## src/rtl/lsu_pkg.sv

```systemverilog
// Shared definitions for the load/store unit: funct3 encodings, FSM states,
// response error codes and request kind.
package lsu_pkg;

  localparam logic [2:0] F3_B  = 3'b000;
  localparam logic [2:0] F3_H  = 3'b001;
  localparam logic [2:0] F3_W  = 3'b010;
  localparam logic [2:0] F3_BU = 3'b100;
  localparam logic [2:0] F3_HU = 3'b101;

  typedef enum logic [1:0] {
    S_IDLE  = 2'd0,
    S_READ  = 2'd1,
    S_WRITE = 2'd2,
    S_RESP  = 2'd3
  } state_e;

  typedef enum logic [1:0] {
    ERR_OK       = 2'b00,
    ERR_MISALIGN = 2'b01,
    ERR_FAULT    = 2'b10,
    ERR_ILLEGAL  = 2'b11
  } err_e;

  typedef enum logic {
    KIND_LOAD  = 1'b0,
    KIND_STORE = 1'b1
  } kind_e;

endpackage

```

## src/rtl/lsu_byte_lane.sv

```systemverilog
// Byte-lane datapath: merges sub-word store data into a memory word and
// extracts/extends the addressed lane of a loaded word.
module lsu_byte_lane
  import lsu_pkg::*;
(
  input  logic [2:0]  funct3,
  input  logic [1:0]  byte_off,
  input  logic [31:0] word,
  input  logic [31:0] store_data,
  output logic [31:0] merged,
  output logic [31:0] extracted
);

  logic [7:0]  lane_byte;
  logic [15:0] lane_half;
  logic        sext;

  always_comb begin
    lane_byte = word[{byte_off, 3'b000} +: 8];
    lane_half = byte_off[1] ? word[31:16] : word[15:0];
    // funct3[2] marks the unsigned load variants
    sext      = ~funct3[2];

    merged = word;
    case (funct3[1:0])
      2'b00:   merged[{byte_off, 3'b000} +: 8] = store_data[7:0];
      2'b01: begin
        if (byte_off[1]) merged[31:16] = store_data[15:0];
        else             merged[15:0]  = store_data[15:0];
      end
      default: merged = store_data;
    endcase

    case (funct3[1:0])
      2'b00:   extracted = {{24{sext & lane_byte[7]}}, lane_byte};
      2'b01:   extracted = {{16{sext & lane_half[15]}}, lane_half};
      default: extracted = word;
    endcase
  end

endmodule

```

## src/rtl/load_store_unit.sv

```systemverilog
// MEM-stage load/store initiator: classifies requests, performs read,
// read-modify-write or write on a 4-byte memory port, returns one response.
module load_store_unit
  import lsu_pkg::*;
#(
  parameter int unsigned MEM_BYTES = 1024
) (
  input  logic        clk,
  input  logic        reset,
  input  logic        req_valid,
  output logic        req_ready,
  input  logic        req_is_load,
  input  logic        req_is_store,
  input  logic [2:0]  req_funct3,
  input  logic [31:0] req_addr,
  input  logic [31:0] req_store_data,
  output logic        resp_valid,
  output logic [1:0]  resp_err,
  output logic [31:0] resp_load_data,
  output logic [31:0] mem_addr,
  output logic [31:0] mem_write_data,
  output logic        mem_write_enable,
  output logic        mem_read_enable,
  input  logic [31:0] mem_read_data
);

  state_e      state_q, state_d;
  err_e        err_q, err_d, new_err;
  kind_e       kind_q, kind_d;
  logic [31:0] addr_q, addr_d;
  logic [31:0] data_q, data_d;
  logic [31:0] word_q, word_d;
  logic [2:0]  funct3_q, funct3_d;

  logic [32:0] last_byte;
  logic        illegal, misaligned, fault;
  logic [31:0] merged, extracted;

  lsu_byte_lane u_lane (
    .funct3     (funct3_q),
    .byte_off   (addr_q[1:0]),
    .word       (word_q),
    .store_data (data_q),
    .merged     (merged),
    .extracted  (extracted)
  );

  // 33-bit sum so addresses near 2^32 cannot wrap past the size check
  always_comb begin
    last_byte  = {1'b0, req_addr[31:2], 2'b00} + 33'd3;
    illegal    = (req_is_load == req_is_store)
              || (req_is_load  && !(req_funct3 inside {F3_B, F3_H, F3_W, F3_BU, F3_HU}))
              || (req_is_store && !(req_funct3 inside {F3_B, F3_H, F3_W}));
    misaligned = ((req_funct3[1:0] == 2'b01) && req_addr[0])
              || ((req_funct3[1:0] == 2'b10) && (req_addr[1:0] != 2'b00));
    fault      = last_byte >= 33'(MEM_BYTES);
    if (illegal)         new_err = ERR_ILLEGAL;
    else if (misaligned) new_err = ERR_MISALIGN;
    else if (fault)      new_err = ERR_FAULT;
    else                 new_err = ERR_OK;
  end

  always_comb begin
    state_d  = state_q;
    err_d    = err_q;
    kind_d   = kind_q;
    addr_d   = addr_q;
    data_d   = data_q;
    word_d   = word_q;
    funct3_d = funct3_q;
    case (state_q)
      S_IDLE: begin
        if (req_valid) begin
          addr_d   = req_addr;
          data_d   = req_store_data;
          funct3_d = req_funct3;
          kind_d   = req_is_load ? KIND_LOAD : KIND_STORE;
          err_d    = new_err;
          if (new_err != ERR_OK)                   state_d = S_RESP;
          else if (req_is_load || req_funct3 != F3_W) state_d = S_READ;
          else                                     state_d = S_WRITE;
        end
      end
      S_READ: begin
        word_d  = mem_read_data;
        state_d = (kind_q == KIND_LOAD) ? S_RESP : S_WRITE;
      end
      S_WRITE: state_d = S_RESP;
      default: state_d = S_IDLE;
    endcase
  end

  always_comb begin
    req_ready        = (state_q == S_IDLE) && !reset;
    resp_valid       = 1'b0;
    resp_err         = '0;
    resp_load_data   = '0;
    mem_addr         = '0;
    mem_write_data   = '0;
    mem_write_enable = 1'b0;
    mem_read_enable  = 1'b0;
    case (state_q)
      S_READ: begin
        mem_read_enable = 1'b1;
        mem_addr        = {addr_q[31:2], 2'b00};
      end
      S_WRITE: begin
        mem_write_enable = 1'b1;
        mem_addr         = {addr_q[31:2], 2'b00};
        mem_write_data   = merged;
      end
      S_RESP: begin
        resp_valid = 1'b1;
        resp_err   = err_q;
        if (kind_q == KIND_LOAD && err_q == ERR_OK) resp_load_data = extracted;
      end
      default: ;
    endcase
  end

  always_ff @(posedge clk or posedge reset) begin
    if (reset) begin
      state_q  <= S_IDLE;
      err_q    <= ERR_OK;
      kind_q   <= KIND_LOAD;
      addr_q   <= '0;
      data_q   <= '0;
      word_q   <= '0;
      funct3_q <= '0;
    end else begin
      state_q  <= state_d;
      err_q    <= err_d;
      kind_q   <= kind_d;
      addr_q   <= addr_d;
      data_q   <= data_d;
      word_q   <= word_d;
      funct3_q <= funct3_d;
    end
  end

endmodule

```

## config.mk

```make
export PLATFORM = sky130hd
export DESIGN_NAME = load_store_unit
export DESIGN_NICKNAME = d
export VERILOG_FILES = /design/src/rtl/lsu_pkg.sv /design/src/rtl/lsu_byte_lane.sv /design/src/rtl/load_store_unit.sv
export SDC_FILE = /design/constraint.sdc
export NUM_CORES = 1
export LEC_CHECK = 0
export ABC_AREA = 1
export CAP_MARGIN = 10
export CORE_MARGIN = 1.5
export CORE_UTILIZATION = 40
export DETAILED_ROUTE_END_ITERATION = 16
export PLACE_DENSITY = 0.7
export SLEW_MARGIN = 10
export SYNTH_ARGS = -nofsm -noshare
export SYNTH_HDL_FRONTEND = slang
export SYNTH_SLANG_ARGS = --single-unit
export TNS_END_PERCENT = 50
```

## constraint.sdc

```tcl
create_clock -name clk -period 6.3 [get_ports clk]
set_input_delay 1.575 -clock clk [delete_from_list [all_inputs] [get_ports clk]]
set_output_delay 1.575 -clock clk [all_outputs]
set_load 0.01 [all_outputs]
```

# == Word level (Yosys, flattened, before mapping) ==
# Cells that the tools add are included.
# totals
wordCells,76
out_inout_bits,102
regBits,104
inputBits,104
# classes
order_cmp,1
shift,3
n_reduce_logical,23
bitwise,4
eq_ne,13
n_mux,23
addsub,2
# op_table
operator,n
32-bit 2-to-1 mux,4
32-bit case mux with 2 select lines,2
16-bit 2-to-1 mux,3
"32-bit by 2-bit adder with 33-bit output, second input constant",1
"33-bit by 11-bit >= comparator with 1-bit output, second input constant",1
32-bit bitwise mux,1
"8-bit by 7-bit variable shift with 32-bit output, first input constant",1
32-bit by 6-bit indexed part select with 8-bit output,1
8-bit by 7-bit indexed part select with 32-bit output,1
2-bit 2-to-1 mux,7
5-bit negation with 7-bit output,1
"2-bit by 1-bit equality test with 1-bit output, second input constant",3
"2-bit equality test, second input constant",3
"3-bit equality test, second input constant",2
1-bit logical AND,6
2-bit logical NOT,3
2-bit case mux with 3 select lines,1
1-bit 2-to-1 mux,5
5-bit nonzero test,1
1-bit logical OR,4
2-bit nonzero test,2
"3-bit by 1-bit equality test with 1-bit output, second input constant",1
"3-bit by 2-bit equality test with 1-bit output, second input constant",1
1-bit logical NOT,3
9 further kinds,11

# == Logic depth before layout (Yosys ltp) ==
# depth
word_depth,11
mapped_depth,10
ltp_nobuf,10

# == Modules after synthesis ==
# Synthesis repeated with hierarchy kept, for this count alone.
# unflattened
cells_unflattened,1043
area_unflattened_um2,6785.3
# by_module_without_submodules
module,area_per_inst_um2,cells_per_inst,seq_area_each_um2,n_inst
load_store_unit,4926.0,633,2602.5,1
lsu_byte_lane,1859.3,410,0.0,1

# == Least setup slack after synthesis ==
# OpenSTA, ideal clock, no wires.
# synth_path
path_kind,flip-flop to output port
from,reg addr_q[1]
to,out mem_write_data[0]
stages_incl_launch_ff,8
n_path_buf,1
path_slack_ns,2.967
arrival_ns,1.758
required_time_ns,4.725
cell_sequence,dfrtp_1 > buf_6 > inv_2 > ha_1 > inv_2 > nand4_1 > o221ai_1 > o211a_1
# synth_via
elab_chain_cells,5
elab_cells_between_ends,7
classes_between,1 x add/sub; 2 x shift; 4 x mux
# synth_rtl
element,line,rtl
"start, declared",load_store_unit.sv:30,"logic [31:0] addr_q, addr_d;"
"start signal, assigned",load_store_unit.sv:134,addr_q <= addr_d;
5-bit negation with 7-bit output,lsu_byte_lane.sv:26,"2'b00: merged[{byte_off, 3'b000} +: 8] = store_data[7:0];"
8-bit by 7-bit indexed part select with 32-bit output or 8-bit by 7-bit variable shift with 32-bit output (tied branches),lsu_byte_lane.sv:26,
32-bit bitwise mux,lsu_byte_lane.sv:26,
32-bit case mux with 2 select lines *,lsu_byte_lane.sv:25,case (funct3[1:0])
32-bit 2-to-1 mux *,load_store_unit.sv:102,case (state_q)
"end, declared",load_store_unit.sv:21,"output logic [31:0] mem_write_data,"
# Mark *: on every way between the ends. The rest lies on a longest branch, timed or not.

# == Final worst setup path ==
# layout_path
from,reg funct3_q[1]
to,out mem_write_data[30]
# layout_via
elab_chain_cells,3
elab_cells_between_ends,4
classes_between,1 x eq/ne; 2 x mux; 1 x reduce/logical
# layout_rtl
element,line,rtl
"start, declared",load_store_unit.sv:33,"logic [2:0] funct3_q, funct3_d;"
"start signal, assigned",load_store_unit.sv:137,funct3_q <= funct3_d;
2-bit by 1-bit equality test with 1-bit output or 2-bit logical NOT (tied branches),lsu_byte_lane.sv:25,
32-bit case mux with 2 select lines *,lsu_byte_lane.sv:25,
32-bit 2-to-1 mux *,load_store_unit.sv:102,
# Marked as above.

==> results.json <==
{
  "timing.setup.tns_ns": 0,
  "topRoutingLayerUsed": "met4",
  "drtIter0Drc": 605,
  "dpl.cell_count": 1259,
  "timing_max_transition_violations_final": 0,
  "setup_viol_count_final": 0,
  "post-route-period-util_pct": 74.4,
  "worstPathMaxFanout": 35,
  "final_layout_net_count": 1167,
  "vias_in_the_first_global_route": 6383,
  "dp_slack_ns": 2.02,
  "cts_root_buffer": "sky130_fd_sc_hd__clkbuf_16",
  "drive_gt1_share_pct": 5.10,
  "worst-endpoint-arrival_ns": 3.11,
  "cts.sinks": 104,
  "avgRoutedWirePerCell_um": 17.8,
  "wire_length_after_detailed_routing_mm": 22.7,
  "die_w_um": 131,
  "floorplan.initialDensity_pct": 41.0,
  "placementRows": 46,
  "tightestPinTransition_ns": 1.13,
  "drc_errors": 0,
  "timing.hold.ws_ns": 0.484,
  "tritoncts": "done",
  "ant_nets": 0,
  "track_usage_pct": 26.8,
  "detailedPlacementHpwl_mm": 16.9,
  "period_minus_slack_ns": 4.69,
  "synth.lib_cells_used.distinct": 40,
  "synth_top_area_share_pct": 39.9,
  "route.vias.total": 6774,
  "worst_clock_skew_ns": 0.00822,
  "ys.warnings.count": 0,
  "synth_area_leaders": "sky130_fd_sc_hd__dfrtp_1 (40%), sky130_fd_sc_hd__nand2_1 (15%), sky130_fd_sc_hd__o21ai_0 (7.4%)",
  "cts.path.max_buffers": 2,
  "dieArea_sq_mm": 0.0171,
  "peakVddDrop_v": 0.000256,
  "grt_antenna_before_repair": 0,
  "buffer_ports.inserted": 203,
  "routed_wire_length_on_met2_mm": 9.81,
  "min-delay-path-class": "reg -> reg",
  "postSynthAreaPerCell_sq_um": 7.31,
  "status": "finished, final reports clean",
  "clk_latency_worst_skew_pair_ns": 0.35,
  "wl_met3_mm": 2.25,
  "cts_setup_buffers": 0,
  "postSynthCellCount": 891,
  "final-instance-count-excl-fill": 1275,
  "floorplan.io_pins": 206,
  "cts_made_buffers": 9,
  "via_per_inst": 5.31,
  "end_kind": "output port",
  "drt_pass1_iterations": 5,
  "max-slew-margin-rel_pct": 24.4,
  "yosys_register_bits": 104,
  "cellPowerDensity_mw_per_mm2": 504,
  "startpoint_type_of_the_worst_setup_path": "flip-flop",
  "synth.largest_area_cell": "sky130_fd_sc_hd__dfrtp_1",
  "rsz0062_at_grt": "false",
  "worst-setup-path-type": "reg -> out",
  "die_h_um": 131,
  "wire_length_of_the_first_global_routing_pass_mm": 34.6,
  "critical_path_required_ns": 4.72,
  "setup_slack_ns": 1.61,
  "htree_num_levels": 3,
  "achievable-frequency_mhz": 213,
  "area_growth_syn_to_layout_pct": 36.1,
  "clk_pin_slew_ns": 0.07,
  "finalHoldViolations": 0,
  "yosysSeqAreaShare_pct": 39.9,
  "gp_congestion": 1.00,
  "cts.hold.buffers_added": 0,
  "largest_net_degree_at_the_start_of_global_routing": 73,
  "synth.cell_area_sq_mm": 0.00652,
  "grt_overflow_total": 0,
  "fp.coreArea_sq_mm": 0.0159,
  "power.static_leakage_nw": 4.04,
  "maxCapViolations": 0,
  "n_antenna_cell": 0,
  "post_cts_resize_count": 0,
  "detail_route.wirelength.met1_mm": 9.32
}
[stage by stage]
step	power [mW]	cell area, sq um	utilization, %
4_1_cts	4.45	8870	55.8
3_5_place_dp	3.84	8560	53.9
6_report	4.47	8870	55.8
2_1_floorplan	2.84	6520	-
3_3_place_gp	3.83	8560	53.9
5_1_grt	4.78	8870	55.8
[sequential cells by signal, summed over array words and instances (netlist names)]
signal / flops
word_q: 32
state_q: 2
funct3_q: 3
data_q: 32
err_q: 2
kind_q: 1
addr_q: 32
[final timing paths]
kind	end	from	slack (ns)	cells after the start
worst max register to register	addr_q[23]	state_q[0]	4.32	7
max in group asynchronous	data_q[22]	reset	3.53	3
worst min register to register	addr_q[21]	addr_q[21]	0.48	2
min in group asynchronous	addr_q[7]	reset	1.81	2
worst max-delay path	mem_write_data[30]	funct3_q[1]	1.61	8
worst min-delay path	addr_q[21]	addr_q[21]	0.48	2
[Yosys cell counts, drive strengths merged]
library cell    n
nor3            7
o21ai          99
clkbuf         32
o211ai         33
a21oi          53
o21a            1
a221oi          8
o211a           8
o221ai         18
nand2         264
conb            1
dfrtp         104
nor2           73
nand4           1
a31oi          10
clkinv          1
buf            26
a211oi          7
inv           108
ha              9
mux2            5
nand3          16
o22ai           7
[critical path: stages, from the launching register on]
cell	delay, ns
sky130_fd_sc_hd__dfrtp_1	1.10
sky130_fd_sc_hd__inv_8	0.22
sky130_fd_sc_hd__nand2_8	0.18
sky130_fd_sc_hd__inv_8	0.05
sky130_fd_sc_hd__nand2_4	0.18
sky130_fd_sc_hd__nor2_1	0.06
sky130_fd_sc_hd__a221oi_1	0.23
sky130_fd_sc_hd__a21oi_1	0.18
sky130_fd_sc_hd__clkdlybuf4s50_1	0.55
[cell usage in the layout, fill, tap and decap left out, types with 9 or more instances in the layout]
master and n:
sky130_fd_sc_hd__a31oi_1 10, sky130_fd_sc_hd__nor2_1 67, sky130_fd_sc_hd__inv_1 102, sky130_fd_sc_hd__o221ai_1 15
sky130_fd_sc_hd__nand3_1 16, sky130_fd_sc_hd__a21oi_1 53, sky130_fd_sc_hd__nand2_1 259, sky130_fd_sc_hd__o21ai_0 96
sky130_fd_sc_hd__dfrtp_1 104, sky130_fd_sc_hd__clkbuf_16 9, sky130_fd_sc_hd__o211ai_1 33, sky130_fd_sc_hd__clkdlybuf4s50_1 203
[kinds of logic (layout without fill, tap and decap cells)]
kind of cell | after synthesis | count (layout) | synth area share [%]
and+or+nand+nor | 361 | 361 | 22.6
AOI/OAI and AO/OA | 244 | 244 | 23.5
buffers and inverters | 167 | 334 | 11.3
DFF | 104 | 104 | 39.9
adders and majority gates | 9 | 9 | 1.73
muxes | 5 | 5 | 0.864
other | 1 | 2 | 0.0575
[where the power goes]
part | total, mW | switching [mW] | internal, mW | leakage [nW]
clock | 0.593 | 0.269 | 0.323 | 0.148
combinational | 2.53 | 1.53 | 0.995 | 2.61
sequential | 1.35 | 0.365 | 0.988 | 1.28
[layout make-up]
class / instances / area, sq um
Fill cell: 1542 / 7020
Multi-Input combinational cell: 621 / 3190
Sequential cell: 104 / 2600
Timing Repair Buffer: 209 / 2080
Inverter: 109 / 428
Tap cell: 216 / 270
Clock buffer: 11 / 243
Clock inverter: 5 / 62.6
[routing by layer]
metal	GRT usage (%)	vias up
li1	-	3260
met1	34.9	3095
met2	40.2	353
met3	6.56	66
met4	16.5	0
met5	0	-
(Power assumes the default switching activity.)
